### src/rtl/mdu_pkg.sv
// Shared definitions for the iterative RV32M multiply/divide unit.
package mdu_pkg;

    localparam logic [2:0] MD_MUL    = 3'b000;
    localparam logic [2:0] MD_MULH   = 3'b001;
    localparam logic [2:0] MD_MULHSU = 3'b010;
    localparam logic [2:0] MD_MULHU  = 3'b011;
    localparam logic [2:0] MD_DIV    = 3'b100;
    localparam logic [2:0] MD_DIVU   = 3'b101;
    localparam logic [2:0] MD_REM    = 3'b110;
    localparam logic [2:0] MD_REMU   = 3'b111;

    typedef enum logic [1:0] {
        ST_IDLE = 2'd0,
        ST_CALC = 2'd1,
        ST_DONE = 2'd2
    } md_state_e;

    localparam logic [31:0] INT_MIN = 32'h8000_0000;

endpackage

### src/rtl/mdu_abs.sv
// Conditional two's-complement: passes val_i through, or negates it when neg_i is set.
module mdu_abs #(
    parameter int unsigned W = 32
) (
    input  logic [W-1:0] val_i,
    input  logic         neg_i,
    output logic [W-1:0] res_o
);

    assign res_o = neg_i ? (~val_i + W'(1)) : val_i;

endmodule

### src/rtl/mul_div_unit.sv
// Iterative RV32M multiply/divide: shift-add multiply and restoring divide on operand
// magnitudes, one bit per cycle, with sign correction applied on the final iteration.
module mul_div_unit
    import mdu_pkg::*;
#(
    parameter int unsigned WIDTH = 32,
    parameter int unsigned CNT_W = 6
) (
    input  logic             clk,
    input  logic             reset,
    input  logic [2:0]       MD_Operation_i,
    input  logic [WIDTH-1:0] A_i,
    input  logic [WIDTH-1:0] B_i,
    input  logic             start_i,
    output logic             ready_o,
    output logic             busy_o,
    output logic             done_o,
    output logic [WIDTH-1:0] MD_Result_o,
    output logic             Zero_o
);

    localparam int unsigned W2 = 2 * WIDTH;

    md_state_e        state_q, state_d;
    logic [CNT_W-1:0] count_q, count_d;
    logic [W2-1:0]    acc_q, acc_d;
    logic [WIDTH-1:0] opb_q, opb_d;
    logic [2:0]       op_q, op_d;
    logic             neg_q, neg_d;
    logic [WIDTH-1:0] result_q, result_d;
    logic             zero_q, zero_d;
    logic             ready_q, ready_d;
    logic             busy_q, busy_d;
    logic             done_q, done_d;

    logic             a_signed_c, b_signed_c, a_neg_c, b_neg_c, neg_c;
    logic             div_zero_c, ovf_c;
    logic [WIDTH-1:0] a_mag_c, b_mag_c;

    // Operand signedness and RISC-V special cases, decoded from the live request.
    always_comb begin
        a_signed_c = (MD_Operation_i != MD_MULHU) && (MD_Operation_i != MD_DIVU)
                     && (MD_Operation_i != MD_REMU);
        b_signed_c = (MD_Operation_i == MD_MUL) || (MD_Operation_i == MD_MULH)
                     || (MD_Operation_i == MD_DIV) || (MD_Operation_i == MD_REM);
        a_neg_c    = a_signed_c && A_i[WIDTH-1];
        b_neg_c    = b_signed_c && B_i[WIDTH-1];
        neg_c      = (MD_Operation_i == MD_REM) ? a_neg_c : (a_neg_c ^ b_neg_c);
        div_zero_c = MD_Operation_i[2] && (B_i == '0);
        ovf_c      = ((MD_Operation_i == MD_DIV) || (MD_Operation_i == MD_REM))
                     && (A_i == WIDTH'(INT_MIN)) && (&B_i);
    end

    mdu_abs #(.W(WIDTH)) u_abs_a (.val_i(A_i), .neg_i(a_neg_c), .res_o(a_mag_c));
    mdu_abs #(.W(WIDTH)) u_abs_b (.val_i(B_i), .neg_i(b_neg_c), .res_o(b_mag_c));

    logic [WIDTH:0]   mul_sum_c;
    logic [WIDTH:0]   rem_sh_c;
    logic [WIDTH+1:0] diff_c;
    logic             qbit_c;
    logic [W2-1:0]    step_c;
    logic [W2-1:0]    raw_c, fin_c;
    logic [WIDTH-1:0] final_c;

    // One iteration: acc holds {partial product, multiplier} or {remainder, dividend/quotient}.
    always_comb begin
        mul_sum_c = {1'b0, acc_q[W2-1:WIDTH]} + (acc_q[0] ? {1'b0, opb_q} : '0);
        rem_sh_c  = acc_q[W2-1:WIDTH-1];
        diff_c    = {1'b0, rem_sh_c} - {2'b00, opb_q};
        qbit_c    = ~diff_c[WIDTH+1];
        if (op_q[2]) begin
            step_c = {(qbit_c ? diff_c[WIDTH-1:0] : rem_sh_c[WIDTH-1:0]),
                      acc_q[WIDTH-2:0], qbit_c};
        end else begin
            step_c = {mul_sum_c, acc_q[WIDTH-1:1]};
        end
        if (!op_q[2]) begin
            raw_c = step_c;
        end else if (op_q[1]) begin
            raw_c = {WIDTH'(0), step_c[W2-1:WIDTH]};
        end else begin
            raw_c = {WIDTH'(0), step_c[WIDTH-1:0]};
        end
    end

    mdu_abs #(.W(W2)) u_abs_res (.val_i(raw_c), .neg_i(neg_q), .res_o(fin_c));

    assign final_c = (op_q[2] || (op_q == MD_MUL)) ? fin_c[WIDTH-1:0] : fin_c[W2-1:WIDTH];

    // Next-state and datapath control.
    always_comb begin
        state_d  = state_q;
        count_d  = count_q;
        acc_d    = acc_q;
        opb_d    = opb_q;
        op_d     = op_q;
        neg_d    = neg_q;
        result_d = result_q;
        case (state_q)
            ST_IDLE: begin
                if (start_i) begin
                    op_d    = MD_Operation_i;
                    neg_d   = neg_c;
                    opb_d   = b_mag_c;
                    acc_d   = {WIDTH'(0), a_mag_c};
                    count_d = '0;
                    if (div_zero_c) begin
                        result_d = MD_Operation_i[1] ? A_i : '1;
                        state_d  = ST_DONE;
                    end else if (ovf_c) begin
                        result_d = MD_Operation_i[1] ? '0 : WIDTH'(INT_MIN);
                        state_d  = ST_DONE;
                    end else begin
                        state_d  = ST_CALC;
                    end
                end
            end
            ST_CALC: begin
                acc_d   = step_c;
                count_d = count_q + CNT_W'(1);
                if (count_q == CNT_W'(WIDTH - 1)) begin
                    result_d = final_c;
                    state_d  = ST_DONE;
                end
            end
            ST_DONE: state_d = ST_IDLE;
            default: state_d = ST_IDLE;
        endcase
        zero_d  = (result_d == '0);
        ready_d = (state_d == ST_IDLE);
        busy_d  = (state_d == ST_CALC);
        done_d  = (state_d == ST_DONE);
    end

    always_ff @(posedge clk) begin
        if (reset) begin
            state_q  <= ST_IDLE;
            count_q  <= '0;
            acc_q    <= '0;
            opb_q    <= '0;
            op_q     <= '0;
            neg_q    <= 1'b0;
            result_q <= '0;
            zero_q   <= 1'b1;
            ready_q  <= 1'b1;
            busy_q   <= 1'b0;
            done_q   <= 1'b0;
        end else begin
            state_q  <= state_d;
            count_q  <= count_d;
            acc_q    <= acc_d;
            opb_q    <= opb_d;
            op_q     <= op_d;
            neg_q    <= neg_d;
            result_q <= result_d;
            zero_q   <= zero_d;
            ready_q  <= ready_d;
            busy_q   <= busy_d;
            done_q   <= done_d;
        end
    end

    assign ready_o     = ready_q;
    assign busy_o      = busy_q;
    assign done_o      = done_q;
    assign MD_Result_o = result_q;
    assign Zero_o      = zero_q;

endmodule

### config.mk
export PLATFORM = sky130hd
export DESIGN_NAME = mul_div_unit
export DESIGN_NICKNAME = d
export VERILOG_FILES = /design/src/rtl/mdu_pkg.sv /design/src/rtl/mdu_abs.sv /design/src/rtl/mul_div_unit.sv
export SDC_FILE = /design/constraint.sdc
export NUM_CORES = 1
export LEC_CHECK = 0
export ABC_AREA = 1
export BUFFER_PORTS_ARGS = -buffer_cell sky130_fd_sc_hd__buf_2
export CAP_MARGIN = 20
export CORE_MARGIN = 2
export CORE_UTILIZATION = 42
export CTS_CLUSTER_SIZE = 24
export DETAILED_ROUTE_END_ITERATION = 8
export HOLD_SLACK_MARGIN = 0.15
export PLACE_DENSITY = 0.64
export SYNTH_ARGS = -nofsm -noshare
export SYNTH_HDL_FRONTEND = slang
export SYNTH_SLANG_ARGS = --single-unit
### constraint.sdc
create_clock -name clk -period 4.2 [get_ports clk]
set_clock_uncertainty 0.2 [all_clocks]
set_input_delay 0.84 -clock clk [delete_from_list [all_inputs] [get_ports clk]]
set_output_delay 0.84 -clock clk [all_outputs]
set_load 0.02 [all_outputs]
# Yosys cells after proc, flatten, opt, wreduce, memory -nomap -nowiden
# Index checks and enable logic that the tools add are counted.
dict set report totals {
  ff_bits 144
  output_inout_bits 36
  inputBits 70
}
dict set report op_classes {
  n_reduce_logical 22
  bitwise_logic 5
  muxes 26
  n_eq_ne 12
  add_sub_neg 6
}
# operator n
set op_table {}
lappend op_table {{$mux 32} 12}
lappend op_table {{$mux 64} 4}
lappend op_table {{$pmux 64 s2} 1}
lappend op_table {{$add 32x1->32 const B} 2}
lappend op_table {{$add 64x1->64 const B} 1}
lappend op_table {{$logic_not 32->1} 2}
lappend op_table {{$not 32->32} 2}
lappend op_table {{$not 64->64} 1}
lappend op_table {{$pmux 32 s2} 1}
lappend op_table {{$sub 33x32->34} 1}
lappend op_table {{$add 32x32->33} 1}
lappend op_table {{$eq 32x32->1 const B} 1}
lappend op_table {{$reduce_and 32->1} 1}
lappend op_table {{$pmux 6 s2} 1}
lappend op_table {{$mux 2} 4}
lappend op_table {{$logic_and 1x1->1} 7}
lappend op_table {{$add 6x1->6 const B} 1}
lappend op_table {{$eq 3x3->1 const B} 2}
lappend op_table {{$eq 6x5->1 const B} 1}
lappend op_table {{$logic_not 3->1} 2}
lappend op_table {{$mux 6} 1}
lappend op_table {{$ne 3x3->1 const B} 2}
lappend op_table {{$logic_or 1x1->1} 5}
lappend op_table {{$eq 2x1->1 const B} 2}
lappend op_table {{11 further kinds} 13}

# Depth between registers and ports, before layout
# Gate-level depths: netlist of run 1.
dict set report logic_depth {
  word_depth 12
  mapped_depth 38
  mapped_depth_nobuf 37
}

# Hierarchy
# Synthesis of run 1 repeated with hierarchy kept, for this count alone.
dict set report unflattened {
  hier_cells 3266
  area_unflattened_um2 18119.9
}
# mod area_each_um2 cells_each n_inst
set modules_own_cells {}
lappend modules_own_cells {mul_div_unit 13436.6 2314 1}
lappend modules_own_cells {{mdu_abs (u_abs_res)} 2466.1 498 1}
lappend modules_own_cells {{mdu_abs (u_abs_a ...)} 1108.6 227 2}

# Worst setup path before layout of run 1
# No wires, ideal clock.
dict set report synth_path {
  path_kind {flip-flop to flip-flop}
  from {reg acc_q[0]}
  to {reg zero_q, in the netlist Zero_o}
  synth_period_minus_slack_ns 3.923
  stages_incl_launch_ff 32
  path_buffers 2
  arrival_time_ns 3.599
  path_slack_ns 0.277
  cell_sequence {dfxtp_1 -> clkbuf_1 -> clkbuf_1 -> nand2_1 -> inv_1 -> ha_1 -> fa_1 -> nand3_1 -> nand2_1 -> nand2_1 -> nand2_1 -> nand3_1 -> nand2_1 -> o21ai_1 -> nand3_1 -> nand2_2 -> nand2_1 -> nor2_2 -> nand2_1 -> nor2_2 -> nand2_1 -> nand2_1 -> nand3_1 -> or2_0 -> nand3_1 -> nand2_1 -> nand2_1 -> nor2_1 -> nand2_1 -> nor2_1 -> nand3_1 -> nand2_1}
}
dict set report synth_via {
  elab_chain_cells 12
}
# element line
set synth_lines {}
lappend synth_lines {{from (decl)} mul_div_unit.sv:26} ;# logic [W2-1:0] acc_q, acc_d;
lappend synth_lines {{from (signal assigned)} mul_div_unit.sv:139} ;# acc_q <= '0;
lappend synth_lines {{from (signal assigned)} mul_div_unit.sv:151} ;# acc_q <= acc_d;
lappend synth_lines {{$mux 32} mul_div_unit.sv:67} ;# mul_sum_c = {1'b0, acc_q[W2-1:WIDTH]} + (acc_q[0] ? {1'b0, opb_q} : '0);
lappend synth_lines {{$add 32x32->33} mul_div_unit.sv:67}
lappend synth_lines {{$mux 64 *} mul_div_unit.sv:71} ;# if (op_q[2]) begin
lappend synth_lines {{$mux 32} mul_div_unit.sv:79} ;# end else if (op_q[1]) begin
lappend synth_lines {{$mux 64 *} mul_div_unit.sv:77} ;# if (!op_q[2]) begin
lappend synth_lines {{$not 64->64} mdu_abs.sv:10} ;# assign res_o = neg_i ? (~val_i + W'(1)) : val_i;
lappend synth_lines {{$add 64x1->64} mdu_abs.sv:10}
lappend synth_lines {{$mux 64 *} mdu_abs.sv:10}
lappend synth_lines {{$mux 32 *} mul_div_unit.sv:88} ;# assign final_c = (op_q[2] || (op_q == MD_MUL)) ? fin_c[WIDTH-1:0] : fin_c[W2-1:WIDTH];
lappend synth_lines {{$mux 32 *} mul_div_unit.sv:121} ;# if (count_q == CNT_W'(WIDTH - 1)) begin
lappend synth_lines {{$pmux 32 s2 *} mul_div_unit.sv:99} ;# case (state_q)
lappend synth_lines {{$logic_not 32->1 *} mul_div_unit.sv:129} ;# zero_d = (result_d == '0);
lappend synth_lines {{to (signal assigned)} mul_div_unit.sv:156} ;# zero_q <= zero_d;
lappend synth_lines {{to (decl)} mul_div_unit.sv:31} ;# logic zero_q, zero_d;
# Every way passes the cells marked *; elsewhere a longest branch is shown, timed or not.
# A chain may end at the register's enable or synchronous reset.

# Final worst setup path of run 1
# Same ends and word-level chain as after synthesis.

==> reports/qor.tcl, run 1 <==
set qor(status) {finished with violations}
set qor(violations) {setup timing}
set qor(die_height_um) 208
set qor(worst_r2r_startpoint) {acc_q[0]$_SDFFE_PP0P_}
set qor(cts_hold_buf) 0
set qor(io-pin-count) 106
set qor(multi_input_comb_area_um2) 14200
set qor(syn_area_um2) 17500
set qor(final-seq-area_um2) 2950
set qor(drt-pass1-iter-count) 8
set qor(crit_path_max_fanout) 8
set qor(grt_setup_unrepaired) {true}
set qor(critPathLaunchType) {flip-flop}
set qor(dp_worst_setup_slack_ps) -273
set qor(design.die.area_um2) 43200
set qor(reg2reg_depth) 31
set qor(num_rows) 74
set qor(synth-main-ff-cell) {sky130_fd_sc_hd__dfxtp_1}
set qor(async_flop_share) 0
set qor(pin_count_of_the_biggest_net_entering_global_routing) 75
set qor(worstSkewPairLatency_ps) 460
set qor(cts.path.max_buffers) 2
set qor(netlist-cell-type-count) 58
set qor(critical_path.startpoint) {acc_q[0]$_SDFFE_PP0P_}
set qor(synth-edff-count) 0
set qor(number_of_drc_violations_after_detailed_routing) 0
set qor(area_growth_pct) 42.5
set qor(total_of_buffers_placed_on_input_and_output_ports) 105
set qor(maxSlewHeadroom) 0.287
set qor(power_switching_uw) 2550
set qor(initial_antenna_violation_count) 0
set qor(routed_len_inst_um) 18.8
set qor(register_area_share_after_synthesis) 0.165
set qor(synth.yosys.warnings) 0
set qor(numCtsBuffers) 17
set qor(power.share.switching) 0.416
set qor(core-area_um2) 40900
set qor(post-route-period-util) 1.01
set qor(hold_path_class) {reg2reg}
set qor(critical_path.slowest_cell) {sky130_fd_sc_hd__fa_2}
set qor(postSynthAreaPerCell_um2) 5.41
set qor(syn_nets) 3371
set qor(grt_remaining_overflow) 0
set qor(grt_pass1_vias) 21500
set qor(power_frac_clock) 0.260
set qor(maximum_resistive_drop_on_vdd_v) 0.000289
set qor(final-max-slew-violation-count) 0
set qor(cell_leakage_power_uw) 0.0127
set qor(grt_use_total) 0.360
set qor(initial_utilization) 0.427
set qor(achievable-frequency_mhz) 235
set qor(cts.sinks) 144
set qor(ys_ff_latch) 144
set qor(path_common_cell) {sky130_fd_sc_hd__nand2_1}
set qor(starting_drc_count_in_detailed_routing) 2653
set qor(cp_slowest_stage_delay_ps) 370
set qor(instances_no_fill) 4325
set qor(dpl.cell_count) 4240
set qor(worst_hold_slack_ps) 281
set qor(r2r_setup_slack_ps) -50
set qor(global_route_wire_length_before_repair_um) 121000
set qor(route.antenna.remaining_nets) 0
set qor(power_report.internal_total_uw) 3570
set qor(endpoint) {Zero_o$_SDFF_PP1_}
set qor(via_per_inst) 5.47
set qor(cts_tree) {yes}
set qor(clk_root_buffer_cell) {sky130_fd_sc_hd__clkbuf_16}
set qor(required_ps) 4380
set qor(power_density_nw_per_um2) 246
set qor(seqPwrFrac) 0.251
set qor(number_of_cells_produced_by_synthesis) 3230
set qor(layout_setup_ws_ps) -50.4
set qor(filler_cell_count) 4055
set qor(report.final.hold_viol_count) 0
set qor(power_frac_comb) 0.489
set qor(num-nets-final) 3923
set qor(globalplace.congestion) 1.07
set qor(routed_wirelength_um) 81400
set qor(path_clk_slew_ps) 70
set qor(regToRegEndpoint) {Zero_o$_SDFF_PP1_}
set qor(worstPathArrival_ps) 4430
set qor(critPathKind) {reg2reg}
set qor(count_of_final_setup_violators) 1
set qor(hpwlAfterDp_um) 64500
set qor(final_cell_mix) {sky130_fd_sc_hd__nand2_1 (910), sky130_fd_sc_hd__buf_4 (523), sky130_fd_sc_hd__inv_1 (415)}
set qor(horizontal_extent_of_the_die_um) 208
set qor(cap_violations) 0
set qor(htree_num_levels) 4
set qor(post-route-min-period_ps) 4250
set qor(tightest_slew_ps) 1060
set qor(vias) 23700
set qor(final_common_cell) {sky130_fd_sc_hd__nand2_1}
set qor(drive_gt1_frac) 0.318
set qor(number_of_antenna_cells_inserted) 0
set qor(setup.worst_path.end_class) {flip-flop}
[repair_timing]
action / CTS / global route
gates cloned: 0 / 1
buffers inserted: 15 / 39
pin swaps: 38 / 125
endpoints found under the setup margin: 10 / 32
resized for setup: 142 / 375
[through the flow]
step / TNS, ps / total power (uW) / cell area, um^2 / util
after CTS: 0 / 5780 / 23100 / 0.564
after global placement: -498 / 4090 / 21900 / 0.536
after global routing: -600 / 6420 / 24900 / 0.608
after floorplan: 0 / 2970 / 17500 / -
final: -50.4 / 6110 / 24900 / 0.608
after detailed placement: -630 / 4090 / 21900 / 0.536
[critical path, delay by kind of cell, from the launching register on]
kind                       cells  cell delay [ps]
adders and majority gates      3              720
buffers and inverters          8              910
xor gates and xnor gates       1              150
DFF                            1              360
and+or+nand+nor               19             1830
[cell usage after synthesis (34+ instances only)]
cell type	count	share of area
sky130_fd_sc_hd__dfxtp_1	144	0.17
sky130_fd_sc_hd__nor3_1	34	0.0097
sky130_fd_sc_hd__inv_1	433	0.093
sky130_fd_sc_hd__xor2_1	38	0.019
sky130_fd_sc_hd__nand2_2	35	0.013
sky130_fd_sc_hd__a21oi_1	211	0.060
sky130_fd_sc_hd__a31oi_1	52	0.019
sky130_fd_sc_hd__o21ai_0	162	0.046
sky130_fd_sc_hd__clkbuf_1	87	0.019
sky130_fd_sc_hd__ha_1	69	0.049
sky130_fd_sc_hd__nor2_1	330	0.071
sky130_fd_sc_hd__nand2_1	1052	0.23
sky130_fd_sc_hd__nand4_1	37	0.013
sky130_fd_sc_hd__nand3_1	273	0.078
[flip-flops by register name, summed over array words and instances (netlist names), 2 cells and up]
register and cells:
MD_Result_o 32, acc_q 64, count_q 6, op_q 3, opb_q 32, state_q 2
[routing by layer]
metal / wire, um / track usage
met5: 0 / 0
met4: 3820 / 0.141
met3: 8340 / 0.0557
met2: 35000 / 0.561
met1: 34300 / 0.498
[final cells by class]
type / count / area share
well taps: 532 / 0.0267
inverters: 444 / 0.0671
repair buffers: 649 / 0.192
multi-input cells: 2526 / 0.572
flip-flops and latches: 144 / 0.119
clock buffers: 20 / 0.0180
clock inverters: 10 / 0.00553
[cell families (layout without fill, tap and decap cells)]
kind of cell,count (synthesis),after routing,share of synthesized area
AO/OA/AOI/OAI,501,501,0.159
XOR/XNOR,64,64,0.0321
adder cells (fa/ha/maj),71,71,0.0517
buffers and inverters,560,1123,0.123
flip-flops,144,144,0.165
multiplexers,3,3,0.00172
AND/OR/NAND/NOR,1887,1887,0.467
[power by group through the flow]
stage	clock, uW	combinational (uW)	sequential [uW]
6_report	1590	2990	1540
5_1_grt	1650	3230	1540
4_1_cts	1590	2660	1530
3_5_place_dp	0	2540	1560
3_3_place_gp	0	2540	1560
2_1_floorplan	0	1420	1550
[worst min path at each step]
stage / startpoint / to / slack [ps] / cells after the start
3_3_place_gp: count_q[5]$_SDFFE_PP0P_ / count_q[5]$_SDFFE_PP0P_ / 260 / 1
2_1_floorplan: count_q[5]$_SDFFE_PP0P_ / count_q[5]$_SDFFE_PP0P_ / 240 / 1
4_1_cts: count_q[5]$_SDFFE_PP0P_ / count_q[5]$_SDFFE_PP0P_ / 280 / 1
6_report: count_q[5]$_SDFFE_PP0P_ / count_q[5]$_SDFFE_PP0P_ / 280 / 1
5_1_grt: count_q[1]$_SDFFE_PP0P_ / count_q[1]$_SDFFE_PP0P_ / 300 / 2
3_5_place_dp: count_q[5]$_SDFFE_PP0P_ / count_q[5]$_SDFFE_PP0P_ / 270 / 1
Note: power is estimated with default switching activity, not from simulation.
==> run 2, diff against run 1 <==
CTS_CLUSTER_SIZE = 20   (was 24)
SYNTH_HIERARCHICAL = 1   (was default)
==> run 2 against run 1 <==
Compared with the run above: fmax down 14%; sequential cell count unchanged; largest cell class unchanged; wire length up 3.3%; the run still ends with setup timing left; global-route usage about the same; count of clock-buffer cells in the layout down 1.
==> reports/qor.tcl, run 2 <==
set qor(hold_path_class) {reg2reg} ;# unchanged
set qor(cp_slowest_stage_delay_ps) 400 ;# was 370 ps
set qor(route.antenna.remaining_nets) 0 ;# unchanged
set qor(area_growth_pct) 55.2 ;# was 42.5%
set qor(die_height_um) 212 ;# was 208 um
set qor(cap_violations) 0 ;# unchanged
set qor(synth-main-ff-cell) {sky130_fd_sc_hd__dfxtp_1} ;# unchanged
set qor(power_density_nw_per_um2) 263 ;# was 246 nW/um^2
set qor(achievable-frequency_mhz) 203 ;# was 235 MHz
set qor(starting_drc_count_in_detailed_routing) 2544 ;# was 2653
set qor(finalPower_uw) 7400 ;# was 6110 uW
set qor(critPathLaunchType) {flip-flop} ;# unchanged
set qor(cts.path.max_buffers) 2 ;# unchanged
set qor(worstSkewPairLatency_ps) 470 ;# was 460 ps
set qor(async_flop_share) 0 ;# unchanged
set qor(clk_root_buffer_cell) {sky130_fd_sc_hd__clkbuf_16} ;# unchanged
set qor(post_synth_main_area_contributors) {sky130_fd_sc_hd__nand2_1 (22%), sky130_fd_sc_hd__dfxtp_1 (16%), sky130_fd_sc_hd__nor2_1 (9.5%)} ;# was sky130_fd_sc_hd__nand2_1 (23%), sky130_fd_sc_hd__dfxtp_1 (17%), sky130_fd_sc_hd__inv_1 (9.3%)
set qor(num_rows) 76 ;# was 74
set qor(netlist_top_cells_count) {sky130_fd_sc_hd__nand2_1 (1058), sky130_fd_sc_hd__nor2_1 (457), sky130_fd_sc_hd__inv_1 (341)} ;# was sky130_fd_sc_hd__nand2_1 (1052), sky130_fd_sc_hd__inv_1 (433), sky130_fd_sc_hd__nor2_1 (330)
set qor(cts.sinks) 144 ;# unchanged
set qor(synth.yosys.warnings) 6 ;# was 0
set qor(crit_path_max_fanout) 7 ;# was 8
set qor(critical_path_buf_inv_count) 9 ;# was 8
set qor(via_per_inst) 5.44 ;# was 5.47
set qor(worstPathArrival_ps) 5110 ;# was 4430 ps
set qor(yosys.cell_count.top_type) {sky130_fd_sc_hd__nand2_1} ;# unchanged
set qor(maximum_resistive_drop_on_vdd_v) 0.000319 ;# was 0.000289 V
set qor(io-pin-count) 106 ;# unchanged
set qor(global_route_wire_length_before_repair_um) 125000 ;# was 121000 um
set qor(synth_top_cell_area_share) 0.219 ;# was 0.226
set qor(pin_count_of_the_biggest_net_entering_global_routing) 73 ;# was 75
set qor(grt_pass1_vias) 22700 ;# was 21.5k
set qor(maxSlewHeadroom) 0.302 ;# was 0.287
set qor(final_common_cell) {sky130_fd_sc_hd__nand2_1} ;# unchanged
set qor(synthDominantAreaCellType) {sky130_fd_sc_hd__nand2_1} ;# unchanged
set qor(design.die.area_um2) 44800 ;# was 43200 um^2
set qor(postSynthAreaPerCell_um2) 5.55 ;# was 5.41 um^2
set qor(setup.worst_path.end_class) {flip-flop} ;# unchanged
set qor(final_cell_mix) {sky130_fd_sc_hd__nand2_1 (913), sky130_fd_sc_hd__buf_4 (712), sky130_fd_sc_hd__nor2_1 (388)} ;# was sky130_fd_sc_hd__nand2_1 (910), sky130_fd_sc_hd__buf_4 (523), sky130_fd_sc_hd__inv_1 (415)
set qor(post-route-period-util) 1.17 ;# was 1.01
set qor(worst_hold_path.endpoint) {acc_q[26]$_SDFFE_PP0P_} ;# was count_q[5]$_SDFFE_PP0P_
set qor(post-route-util) 0.657 ;# was 0.608
set qor(total_of_buffers_placed_on_input_and_output_ports) 105 ;# unchanged
set qor(grt_remaining_overflow) 0 ;# unchanged
set qor(hpwlAfterDp_um) 63600 ;# was 64500 um
set qor(count_of_final_setup_violators) 33 ;# was 1
set qor(status) {finished with violations} ;# unchanged
set qor(horizontal_extent_of_the_die_um) 212 ;# was 208 um
set qor(timing.critical_path.depth) 38 ;# was 31
set qor(vias) 25100 ;# was 23.7k
set qor(core-area_um2) 42800 ;# was 40900 um^2
set qor(htree_num_levels) 4 ;# unchanged
set qor(initial_utilization) 0.423 ;# was 0.427
set qor(report.final.hold_viol_count) 0 ;# unchanged
set qor(final-max-slew-violation-count) 0 ;# unchanged
set qor(syn_nets) 3406 ;# was 3371
set qor(top_register) {acc_q} ;# unchanged
set qor(required_ps) 4390 ;# was 4380 ps
set qor(regToRegEndpoint) {Zero_o$_SDFF_PP1_} ;# unchanged
set qor(reg2reg_depth) 38 ;# was 31
set qor(drt-pass1-iter-count) 8 ;# unchanged
set qor(numCtsBuffers) 17 ;# unchanged
set qor(ys_ff_latch) 144 ;# unchanged
set qor(tightest_slew_ps) 1040 ;# was 1060 ps
set qor(filler_cell_count) 3832 ;# was 4055
set qor(register_area_share_after_synthesis) 0.159 ;# was 0.165
set qor(syn_area_um2) 18100 ;# was 17500 um^2
set qor(routed_len_inst_um) 18.3 ;# was 18.8 um
set qor(layout.cell_area.non_filler_um2) 28100 ;# was 24900 um^2
set qor(path_common_cell) {sky130_fd_sc_hd__nand2_1} ;# unchanged
set qor(cts_hold_buf) 0 ;# unchanged
set qor(critical_path.slowest_cell) {sky130_fd_sc_hd__dfxtp_4} ;# was sky130_fd_sc_hd__fa_2
set qor(layout_setup_ws_ps) -717 ;# was -50.4 ps
set qor(critical-path-top-delay-family) {simple AND/OR/NAND/NOR gates} ;# unchanged
set qor(grt_setup_unrepaired) {true} ;# unchanged
set qor(cts_tree) {yes} ;# unchanged
set qor(netlist-cell-type-count) 58 ;# unchanged
set qor(violations) {setup timing} ;# unchanged
set qor(cell_leakage_power_uw) 0.0141 ;# was 0.0127 uW
set qor(number_of_cells_produced_by_synthesis) 3266 ;# was 3230
set qor(critPathKind) {reg2reg} ;# unchanged
set qor(largest_register_ffs) 64 ;# unchanged
set qor(worst_hold_startpoint) {acc_q[26]$_SDFFE_PP0P_} ;# was count_q[5]$_SDFFE_PP0P_
set qor(initial_antenna_violation_count) 1 ;# was 0
set qor(globalplace.congestion) 1.03 ;# was 1.07
set qor(post-route-min-period_ps) 4920 ;# was 4250 ps
set qor(routed_wirelength_um) 84000 ;# was 81400 um
set qor(post_dp_cell_area_um2) 23700 ;# was 21900 um^2
set qor(worst_r2r_startpoint) {acc_q[0]$_SDFFE_PP0P_} ;# unchanged
set qor(synth-edff-count) 0 ;# unchanged
set qor(grt_use_total) 0.360 ;# about the same
set qor(worst_hold_path.num_cells) 2 ;# was 1
set qor(number_of_drc_violations_after_detailed_routing) 0 ;# unchanged
set qor(r2r_setup_slack_ps) -720 ;# was -50 ps
set qor(num-nets-final) 4184 ;# was 3923
set qor(drive_gt1_frac) 0.379 ;# was 0.318
set qor(path_clk_slew_ps) 60 ;# was 70 ps
run 2: cell types whose count changed after synthesis, sizes merged, moves of 14 or more:
cell,delta
nor2,+156
inv,-79
o21ai,+79
nand3,-77
a31oi,-46
buf,+31
clkbuf,-30
xnor2,+28
nor3,-17
mux2i,+14
run 2: where the power goes:
group	leakage, uW	internal (uW)	switching, uW
registers	0.00118	1460	71.9
clock network	0.000323	1120	636
logic	0.0126	1760	2340
run 2: cell type report:
class / count / area (um^2) / area share
Clock buffer: 19 / 443 / 0.0158
Sequential cell: 144 / 2890 / 0.103
Timing Repair Buffer: 875 / 6660 / 0.237
Clock inverter: 11 / 213 / 0.00756
Multi-Input combinational cell: 2642 / 15800 / 0.564
Inverter: 364 / 1380 / 0.0491
Tap cell: 546 / 683 / 0.0243
Antenna cell: 1 / 2.50 / 0.0000890
run 2: metrics by stage:
stage / worst slack, ps / hold WS [ps] / TNS, ps / instances
6_report: -717 / 270 / -11090 / 4602
5_1_grt: -870 / 298 / -15890 / 4601
4_1_cts: -438 / 267 / -4520 / 4557
3_5_place_dp: -1090 / 256 / -22600 / 4442
3_3_place_gp: -1020 / 254 / -21060 / 4442
2_1_floorplan: 3.60 / 236 / 0 / 3266
run 2: logic make-up after synthesis:
logic type	synth area share
flops	0.159
simple gates	0.448
fa+ha+maj	0.0492
mux	0.0177
xor+xnor	0.0454
compound gates	0.172
buf+inv	0.109
run 2: worst max-delay path by stage:
stage                                      from  slack [ps]           endpoint
after floorplan           acc_q[0]$_SDFFE_PP0P_           4  Zero_o$_SDFF_PP1_
after global placement    acc_q[0]$_SDFFE_PP0P_       -1020  Zero_o$_SDFF_PP1_
after detailed placement  acc_q[0]$_SDFFE_PP0P_       -1090  Zero_o$_SDFF_PP1_
after CTS                 acc_q[0]$_SDFFE_PP0P_        -440  Zero_o$_SDFF_PP1_
after global routing      acc_q[0]$_SDFFE_PP0P_        -870  Zero_o$_SDFF_PP1_
final                     acc_q[0]$_SDFFE_PP0P_        -720  Zero_o$_SDFF_PP1_
run 2: worst reg2reg max path: cells and delay by family (launching register included):
kind | cells | cell delay (ps)
AND/OR/NAND/NOR | 23 | 1840
buffers and inverters | 9 | 1160
AO/OA/AOI/OAI | 4 | 680
flip-flops | 1 | 400
adder cells (fa/ha/maj) | 1 | 300
multiplexers | 1 | 280
run 2: metal layers:
layer	GRT usage	up-vias	routed length (um)
met4	0.132	0	3280
li1	-	12100	-
met1	0.491	11600	35700
met5	0	-	0
met2	0.568	1206	37500
met3	0.0610	196	7540
run 2: what timing repair did:
item	in CTS	in global routing
pin swaps	151	85
resized for setup	451	221
setup buffers	84	46
gates cloned	5	0
setup endpoints to repair	33	33
